===== config.mk =====
export PLATFORM = sky130hd
export DESIGN_NAME = rv_alu_pipe
export DESIGN_NICKNAME = d
export VERILOG_FILES = /design/src/rtl/rv_alu_pkg.sv /design/src/rtl/rv_alu_pipe_alu.sv /design/src/rtl/rv_alu_pipe.sv
export SDC_FILE = /design/constraint.sdc
export NUM_CORES = 2
export LEC_CHECK = 0
export BUFFER_PORTS_ARGS = -buffer_cell sky130_fd_sc_hd__buf_2
export CORE_MARGIN = 2
export CORE_UTILIZATION = 45
export DETAILED_ROUTE_END_ITERATION = 10
export MAX_ROUTING_LAYER = met4
export PLACE_DENSITY = 0.68
export SYNTH_ARGS = -nofsm -noshare
export SYNTH_HDL_FRONTEND = slang
export SYNTH_HIERARCHICAL = 1
export SYNTH_SLANG_ARGS = --single-unit

===== constraint.sdc =====
create_clock -name clk -period 44.8 [get_ports clk]
set_clock_uncertainty 0.1 [all_clocks]
set_input_delay 8.96 -clock clk [delete_from_list [all_inputs] [get_ports clk]]
set_output_delay 8.96 -clock clk [all_outputs]
set_load 0.02 [all_outputs]

===== src/rtl/rv_alu_pkg.sv =====
// Shared opcodes, funct fields and ALU operation encoding
// for the RV32I/RV64I integer ALU pipeline.
package rv_alu_pkg;

  localparam logic [6:0] OPCODE_OP     = 7'b0110011;
  localparam logic [6:0] OPCODE_OP_IMM = 7'b0010011;

  localparam logic [2:0] F3_ADD  = 3'b000;
  localparam logic [2:0] F3_SLL  = 3'b001;
  localparam logic [2:0] F3_SLT  = 3'b010;
  localparam logic [2:0] F3_SLTU = 3'b011;
  localparam logic [2:0] F3_XOR  = 3'b100;
  localparam logic [2:0] F3_SRL  = 3'b101;
  localparam logic [2:0] F3_OR   = 3'b110;
  localparam logic [2:0] F3_AND  = 3'b111;

  localparam logic [6:0] F7_BASE = 7'b0000000;
  localparam logic [6:0] F7_ALT  = 7'b0100000;

  typedef enum logic [3:0] {
    ALU_ADD  = 4'd0,
    ALU_SUB  = 4'd1,
    ALU_AND  = 4'd2,
    ALU_OR   = 4'd3,
    ALU_XOR  = 4'd4,
    ALU_SLL  = 4'd5,
    ALU_SRL  = 4'd6,
    ALU_SRA  = 4'd7,
    ALU_SLT  = 4'd8,
    ALU_SLTU = 4'd9
  } alu_op_e;

endpackage


===== src/rtl/rv_alu_pipe_alu.sv =====
// Combinational integer ALU.
// Ports: operand_a, operand_b, alu_op in; result out.
module rv_alu
  import rv_alu_pkg::*;
#(
  parameter int XLEN = 32
) (
  input  logic [XLEN-1:0] operand_a,
  input  logic [XLEN-1:0] operand_b,
  input  alu_op_e         alu_op,
  output logic [XLEN-1:0] result
);

  localparam int SHW = $clog2(XLEN);

  logic [SHW-1:0] shamt;
  logic           lt_s;
  logic           lt_u;

  assign shamt = operand_b[SHW-1:0];
  assign lt_s  = $signed(operand_a) < $signed(operand_b);
  assign lt_u  = operand_a < operand_b;

  always_comb begin
    result = '0;
    unique case (alu_op)
      ALU_ADD:  result = operand_a + operand_b;
      ALU_SUB:  result = operand_a - operand_b;
      ALU_AND:  result = operand_a & operand_b;
      ALU_OR:   result = operand_a | operand_b;
      ALU_XOR:  result = operand_a ^ operand_b;
      ALU_SLL:  result = operand_a << shamt;
      ALU_SRL:  result = operand_a >> shamt;
      ALU_SRA:  result = $signed(operand_a) >>> shamt;
      ALU_SLT:  result = {{(XLEN-1){1'b0}}, lt_s};
      ALU_SLTU: result = {{(XLEN-1){1'b0}}, lt_u};
      default:  result = '0;
    endcase
  end

endmodule


===== src/rtl/rv_alu_pipe.sv =====
// 3-stage OP/OP-IMM ALU pipeline with register file.
// Ports: clk/reset, instr handshake, res handshake, dbg read.
module rv_alu_pipe
  import rv_alu_pkg::*;
#(
  parameter int XLEN   = 32,
  parameter int SHW    = $clog2(XLEN),
  parameter bit FWD_EN = 1'b1
) (
  input  logic            clk,
  input  logic            reset,
  input  logic            instr_valid,
  output logic            instr_ready,
  input  logic [31:0]     instr,
  output logic            res_valid,
  input  logic            res_ready,
  output logic [4:0]      res_rd,
  output logic [XLEN-1:0] res_data,
  output logic            res_illegal,
  input  logic [4:0]      dbg_addr,
  output logic [XLEN-1:0] dbg_data
);

  // upper shift funct field value that selects SRAI
  localparam logic [11:0] SH_ALT = 12'h400 >> SHW;

  logic            stall, hazard_stall;
  logic            s1_valid;
  logic [31:0]     s1_instr;
  logic            s2_valid, s2_illegal;
  alu_op_e         s2_op;
  logic [4:0]      s2_rd;
  logic [XLEN-1:0] s2_a, s2_b;
  logic            s3_valid, s3_illegal;
  logic [4:0]      s3_rd;
  logic [XLEN-1:0] s3_data;
  logic [XLEN-1:0] rf [32];

  logic [6:0]      opc, f7;
  logic [2:0]      f3;
  logic [4:0]      rs1, rs2, rd;
  logic [11:0]     hi;
  logic [XLEN-1:0] imm;
  alu_op_e         dec_op;
  logic            dec_illegal;
  logic            use_imm, use_rs1, use_rs2;
  logic            raw1, raw2, fwd1, fwd2, s2_wr;
  logic [XLEN-1:0] op_a, op_b, alu_res;

  assign opc = s1_instr[6:0];
  assign rd  = s1_instr[11:7];
  assign f3  = s1_instr[14:12];
  assign rs1 = s1_instr[19:15];
  assign rs2 = s1_instr[24:20];
  assign f7  = s1_instr[31:25];
  assign hi  = s1_instr[31:20] >> SHW;
  assign imm = {{(XLEN-12){s1_instr[31]}},
                s1_instr[31:20]};

  always_comb begin
    dec_op      = ALU_ADD;
    dec_illegal = 1'b1;
    use_imm     = 1'b0;
    use_rs1     = 1'b0;
    use_rs2     = 1'b0;
    unique case (1'b1)
      (opc == OPCODE_OP): begin
        use_rs1 = 1'b1;
        use_rs2 = 1'b1;
        if (f7 == F7_BASE) begin
          dec_illegal = 1'b0;
          unique case (f3)
            F3_ADD:  dec_op = ALU_ADD;
            F3_SLL:  dec_op = ALU_SLL;
            F3_SLT:  dec_op = ALU_SLT;
            F3_SLTU: dec_op = ALU_SLTU;
            F3_XOR:  dec_op = ALU_XOR;
            F3_SRL:  dec_op = ALU_SRL;
            F3_OR:   dec_op = ALU_OR;
            F3_AND:  dec_op = ALU_AND;
          endcase
        end else if (f7 == F7_ALT && f3 == F3_ADD) begin
          dec_illegal = 1'b0;
          dec_op      = ALU_SUB;
        end else if (f7 == F7_ALT && f3 == F3_SRL) begin
          dec_illegal = 1'b0;
          dec_op      = ALU_SRA;
        end
      end
      (opc == OPCODE_OP_IMM): begin
        use_rs1     = 1'b1;
        use_imm     = 1'b1;
        dec_illegal = 1'b0;
        unique case (f3)
          F3_ADD:  dec_op = ALU_ADD;
          F3_SLT:  dec_op = ALU_SLT;
          F3_SLTU: dec_op = ALU_SLTU;
          F3_XOR:  dec_op = ALU_XOR;
          F3_OR:   dec_op = ALU_OR;
          F3_AND:  dec_op = ALU_AND;
          F3_SLL: begin
            dec_op      = ALU_SLL;
            dec_illegal = (hi != '0);
          end
          F3_SRL: begin
            dec_op      = (hi == SH_ALT) ? ALU_SRA
                                         : ALU_SRL;
            dec_illegal = (hi != '0) &&
                          (hi != SH_ALT);
          end
        endcase
      end
      default: ;
    endcase
  end

  assign s2_wr = s2_valid & ~s2_illegal & (|s2_rd);
  assign raw1  = s2_wr & use_rs1 & (s2_rd == rs1);
  assign raw2  = s2_wr & use_rs2 & (s2_rd == rs2);
  assign fwd1  = FWD_EN && raw1;
  assign fwd2  = FWD_EN && raw2;

  assign hazard_stall = !FWD_EN && s1_valid &&
                        (raw1 || raw2);

  assign op_a = (rs1 == 5'd0) ? '0 :
                fwd1 ? alu_res : rf[rs1];
  assign op_b = use_imm ? imm :
                (rs2 == 5'd0) ? '0 :
                fwd2 ? alu_res : rf[rs2];

  assign stall       = s3_valid & ~res_ready;
  assign instr_ready = ~stall & ~hazard_stall;

  rv_alu #(.XLEN(XLEN)) u_alu (
    .operand_a (s2_a),
    .operand_b (s2_b),
    .alu_op    (s2_op),
    .result    (alu_res)
  );

  always_ff @(posedge clk or posedge reset) begin
    if (reset) begin
      s1_valid   <= 1'b0;
      s1_instr   <= '0;
      s2_valid   <= 1'b0;
      s2_illegal <= 1'b0;
      s2_op      <= ALU_ADD;
      s2_rd      <= '0;
      s2_a       <= '0;
      s2_b       <= '0;
      s3_valid   <= 1'b0;
      s3_illegal <= 1'b0;
      s3_rd      <= '0;
      s3_data    <= '0;
      for (int i = 0; i < 32; i++) rf[i] <= '0;
    end else if (!stall) begin
      s3_valid   <= s2_valid;
      s3_rd      <= s2_rd;
      s3_illegal <= s2_valid & s2_illegal;
      s3_data    <= (s2_valid & ~s2_illegal)
                    ? alu_res : '0;
      if (s2_wr) rf[s2_rd] <= alu_res;
      if (hazard_stall) begin
        // S1 holds; a bubble enters S2
        s2_valid <= 1'b0;
      end else begin
        s2_valid   <= s1_valid;
        s2_illegal <= dec_illegal;
        s2_op      <= dec_op;
        s2_rd      <= rd;
        s2_a       <= op_a;
        s2_b       <= op_b;
        s1_valid   <= instr_valid;
        s1_instr   <= instr;
      end
    end
  end

  assign res_valid   = s3_valid;
  assign res_rd      = s3_rd;
  assign res_data    = s3_data;
  assign res_illegal = s3_illegal;
  assign dbg_data    = (dbg_addr == 5'd0) ? '0
                                          : rf[dbg_addr];

endmodule


# After elaboration in Yosys (flattened, before gate mapping)
# Memories as Yosys holds them, arrays and structs flattened.
# Index checks and enable logic that the tools add are counted.
# word_totals
elab_cells	145
n_memories	1
output_inout_bits	72
mem_bits_ro	32
reg_bits	1171
inputBits	41
# classes
n_mux	34
n_lt_le_gt_ge	7
addsub	2
n_eq_ne	22
bitwise	18
shift	3
n_reduce_logical	14
# mem_list
memory	words	word_bits	rd	rd_ports_with_merged_regs	wr	line_no	rtl
(name not given)	8	4	1	0	0	rv_alu_pipe.sv:72	unique case (f3)
# ops
cell	n
bitwise mux 1024 bit	1
binary-select mux 32 bit (select 5 bit)	3
two-way mux 32 bit	14
case mux 32 bit (10 select lines)	1
demux 32 bit (select 5 bit)	1
< comparator 32 bit	2
adder 32 bit	1
bitwise AND 32 bit	1
bitwise OR 32 bit	1
case mux 4 bit (8 select lines)	1
<< shifter 32 x 5 -> 32 bit	1
right shift 32 x 5 -> 32 bit	1
>>> shifter 32 x 5 -> 32 bit	1
subtractor 32 bit	1
XOR 32 bit	1
>= comparator 6 bit (second input constant)	4
NOT 5 -> 6 bit	4
equality test 4 x 3 -> 1 bit (second input constant)	4
zero test 5 bit	3
equality test 7 x 6 -> 1 bit (second input constant)	2
equality test 3 bit (second input constant)	4
nonzero test 12 bit	1
equality test 5 bit	2
bitwise AND 1 bit	8
other kinds (21)	37

# Longest topological paths before layout
# logic_depth
ltp_word	8
mapped_depth	19
ltp_nobuf	16

# Cells and area by module
# Netlist, hierarchy kept.
# by_module_without_submodules
module	n_inst	cells_per_inst	area_each_um2
rv_alu_pipe	1	4473	68250.5
rv_alu	1	1180	8052.7

# Worst setup path before layout
# No wires, ideal clock.
# synth_path
kind	input-to-output
start	input port dbg_addr[0]
end	output port dbg_data[27]
required_ns	35.740
path_slack_ns	24.751
arrival_ns	10.989
cell_stages	7
path_cell_list	clkbuf_1 clkbuf_1 buf_1 mux4_2 mux4_2 mux2i_1 nor2_1
# synth_via
elab_chain_cells	5
elab_cells_between_ends	6
cone_classes	mux: 4; bitwise: 1; reduce/logical: 1
# synth_lines
item	line_no	rtl
start: declaration	rv_alu_pipe.sv:20	input logic [4:0] dbg_addr,
NOT 5 -> 6 bit (not written as such)	rv_alu_pipe.sv:185	: rf[dbg_addr];
binary-select mux 32 bit (select 5 bit)	rv_alu_pipe.sv:185	
two-way mux 32 bit (not written as such) (2 in a row)	rv_alu_pipe.sv:185	
two-way mux 32 bit *	rv_alu_pipe.sv:184	assign dbg_data = (dbg_addr == 5'd0) ? '0
end: declaration	rv_alu_pipe.sv:21	output logic [XLEN-1:0] dbg_data
# Mark *: on every way between the ends. The rest lies on a longest branch, timed or not. The select of a mux whose other input is x is not followed.

# Final worst setup path
# layout_path
start	input port dbg_addr[0]
end	output port dbg_data[6]
# The elaborated chain is that of the path after synthesis.

==> impl_metrics.ini <==
[run_status]
status = completed

[synthesis]
synth_edf_count = 0
synth_area_per_cell_um2 = 13.5
netlist_area_mm2 = 0.0763
ys_seq_elements = 1171
yosysWarnings = 6
synthArstFlopShare = 1.00
synthFlopType = dfrtp_1
ys_types = 83
syn_nets = 5794
synth_seq_area_share = 0.384
syn_inst = 5653

[route]
first_iter_violations = 7963
antenna_left = 0
firstDrtPassIters = 8
num_vias = 55328
drc = 0
avgViaCountPerCell = 7.14
routed_wl_um = 267000
wl_per_cell_um = 34.4

[place]
dp_hpwl_um = 156000
gp_congestion = 1.03
port_buffers = 112

[power_and_ir_drop]
seqPwrFrac = 0.309
switching_share = 0.430
irDropWorstVdd_mv = 0.0461
p_clk_frac = 0.286
power_density_mw_per_mm2 = 47.8
p_leak_uw = 0.0369
power.switching_uw = 1710
power_frac_comb = 0.404
p_int_uw = 2260
power_uw = 3970

[final_layout]
fin_nets = 5573
area.growth.synth_to_final_pct = 8.93
drive_gt1_frac = 0.458

[floorplanning]
die-area_mm2 = 0.173
row_count = 151
die_y_um = 416
core_mm2 = 0.169
die-width_um = 416
boundaryPins = 113
start_util = 0.452

[clock_tree]
cts_resized = 0
cts_root_buf = clkbuf_16
cts_tree = built
cts.sinks = 1171
numCtsBuffers = 133
htree_levels = 4
ctsHoldBuffers = 0
clkTransAtPathRegs_ns = 0.05
post_cts_buffers = 0
insertion_delay_ns = 0.82
clk_path_buf_depth = 3

[timing]
relSlewSlack = 0.0945
rsz0062_at_grt = no
finalHoldViolations = 0
worstMarginPinSlew_ns = 1.36
setup_violations = 0
tns_ns = 0
fin_crit_sh = 0.506
min_period_ns = 22.67
clock.fmax_mhz = 44.1
maxSlewViolCount = 0

[critical_path]
required_ns = 35.74
worstPathArrival_ns = 13.61
path_max_fanout = 71
cp-start-kind = input pin
endpoint_kind = primary output
criticalPathCategory = in2out

[global_routing]
track_usage = 0.317
grt_max_degree = 181
grt_pass1_wl_um = 391000
gr-total-overflow = 0
grt_pass1_vias = 54553
antenna_found_initial = 2

[run]
maxCapViolations = 0

[hold_path]
hold_class = reg2reg
[sequential cells by signal (all words and copies together), names as in the netlist]
register / flops
s2_illegal: 1
res_valid: 1
res_illegal: 1
s2_valid: 1
s2_b: 32
s1_instr: 32
res_rd: 5
rf: 1024
s2_rd: 5
s2_op: 4
s1_valid: 1
res_data: 32
s2_a: 32
[per-stage QoR]
stage                     setup WS, ns   util  instances  hold WS [ns]  instance area [um^2]
after floorplan                   2.76      -       5653         0.330                 76300
after global placement           22.29  0.466       7515         0.301                 78600
after detailed placement         22.14  0.466       7515         0.305                 78600
after CTS                        22.14  0.492       7748         0.320                 83100
after global routing             21.73  0.492       7749         0.331                 83100
final                            22.13  0.492       7751         0.319                 83100
[worst max-delay path, cell delays in order]
cell and delay, ns:
buf_8 0.55, buf_4 0.69, buf_4 0.68, buf_4 0.64, mux4_2 0.59, mux4_2 0.50, mux2i_1 0.46, nor2_1 0.09
buf_2 0.19
[layout make-up]
type,instances,area [um^2]
Sequential cell,1171,29300
Inverter,95,368
Multi-Input combinational cell,3768,44300
Antenna cell,3,7.51
Tap cell,2218,2780
Clock inverter,63,737
Clock buffer,170,3720
Fill cell,14340,85800
Timing Repair Buffer,263,1830
[kinds of logic after synthesis]
group / count (synthesis) / share of synthesized area
compound gates: 709 / 0.0622
xor+xnor: 35 / 0.00402
flops: 1171 / 0.384
mux: 2134 / 0.447
simple gates: 790 / 0.0453
fa+ha+maj: 100 / 0.0166
buf+inv: 714 / 0.0406
[path summary, 6_finish.rpt]
path / startpoint / endpoint / depth (start not counted) / slack [ns]
min reg2reg: rf[1011] / rf[1011] / 0 / 0.32
max in group asynchronous: reset / rf[104] / 5 / 33.23
min: rf[1011] / rf[1011] / 0 / 0.32
max reg2reg: s2_b[4] / s2_b[30] / 15 / 38.22
min in group asynchronous: reset / rf[544] / 2 / 8.21
max: dbg_addr[0] / dbg_data[6] / 9 / 22.13
[power groups by stage]
stage                     Clock, uW  Combinational (uW)  Sequential [uW]
after detailed placement          0                1560             1240
final                          1140                1610             1230
after CTS                      1150                1570             1220
after global placement            0                1550             1240
after global routing           1190                1700             1230
after floorplan                   0                1100             1170
[cell usage after synthesis, drive strengths merged, types with 39 or more instances]
library cell | count | area share
inv | 93 | 0.0046
nand3 | 39 | 0.0026
nand2 | 302 | 0.015
mux2i | 157 | 0.021
a21oi | 176 | 0.012
mux2 | 1070 | 0.16
dfrtp | 1171 | 0.38
mux4 | 907 | 0.27
ha | 98 | 0.016
nor2 | 264 | 0.013
buf | 263 | 0.018
nor3 | 63 | 0.0041
o21ai | 153 | 0.010
clkbuf | 356 | 0.018
[routing by layer]
| layer | track usage | up-vias | wire [um] |
|---|---|---|---|
| met5 | - | - | 0 |
| met4 | 0.160 | 0 | 15900 |
| met3 | 0.0895 | 797 | 31400 |
| met2 | 0.447 | 3734 | 117000 |
| met1 | 0.420 | 29159 | 103000 |
| li1 | - | 21638 | - |
[cell usage in the layout (no fill, tap or decap), drive strengths merged, types with 14 or more instances in the layout]
cell,synthesis,routed
dfrtp,1171,1171
mux2,1070,1070
mux4,907,907
nand2,302,302
nor2,264,264
buf,263,263
a21oi,176,176
clkbuf,356,170
mux2i,157,157
o21ai,153,153
inv,93,103
ha,98,98
nor3,63,63
nand3,39,39
clkinv,2,39
o22ai,37,37
a22oi,36,36
a221o,36,36
a211oi,34,34
a221oi,34,34
a22o,32,32
o2111ai,26,26
o211ai,24,24
a21o,23,23
xnor2,22,22
nor2b,22,22
nor4,15,15
and3,15,15
a31oi,14,14
No activity file was read; power rests on OpenSTA's default activity.
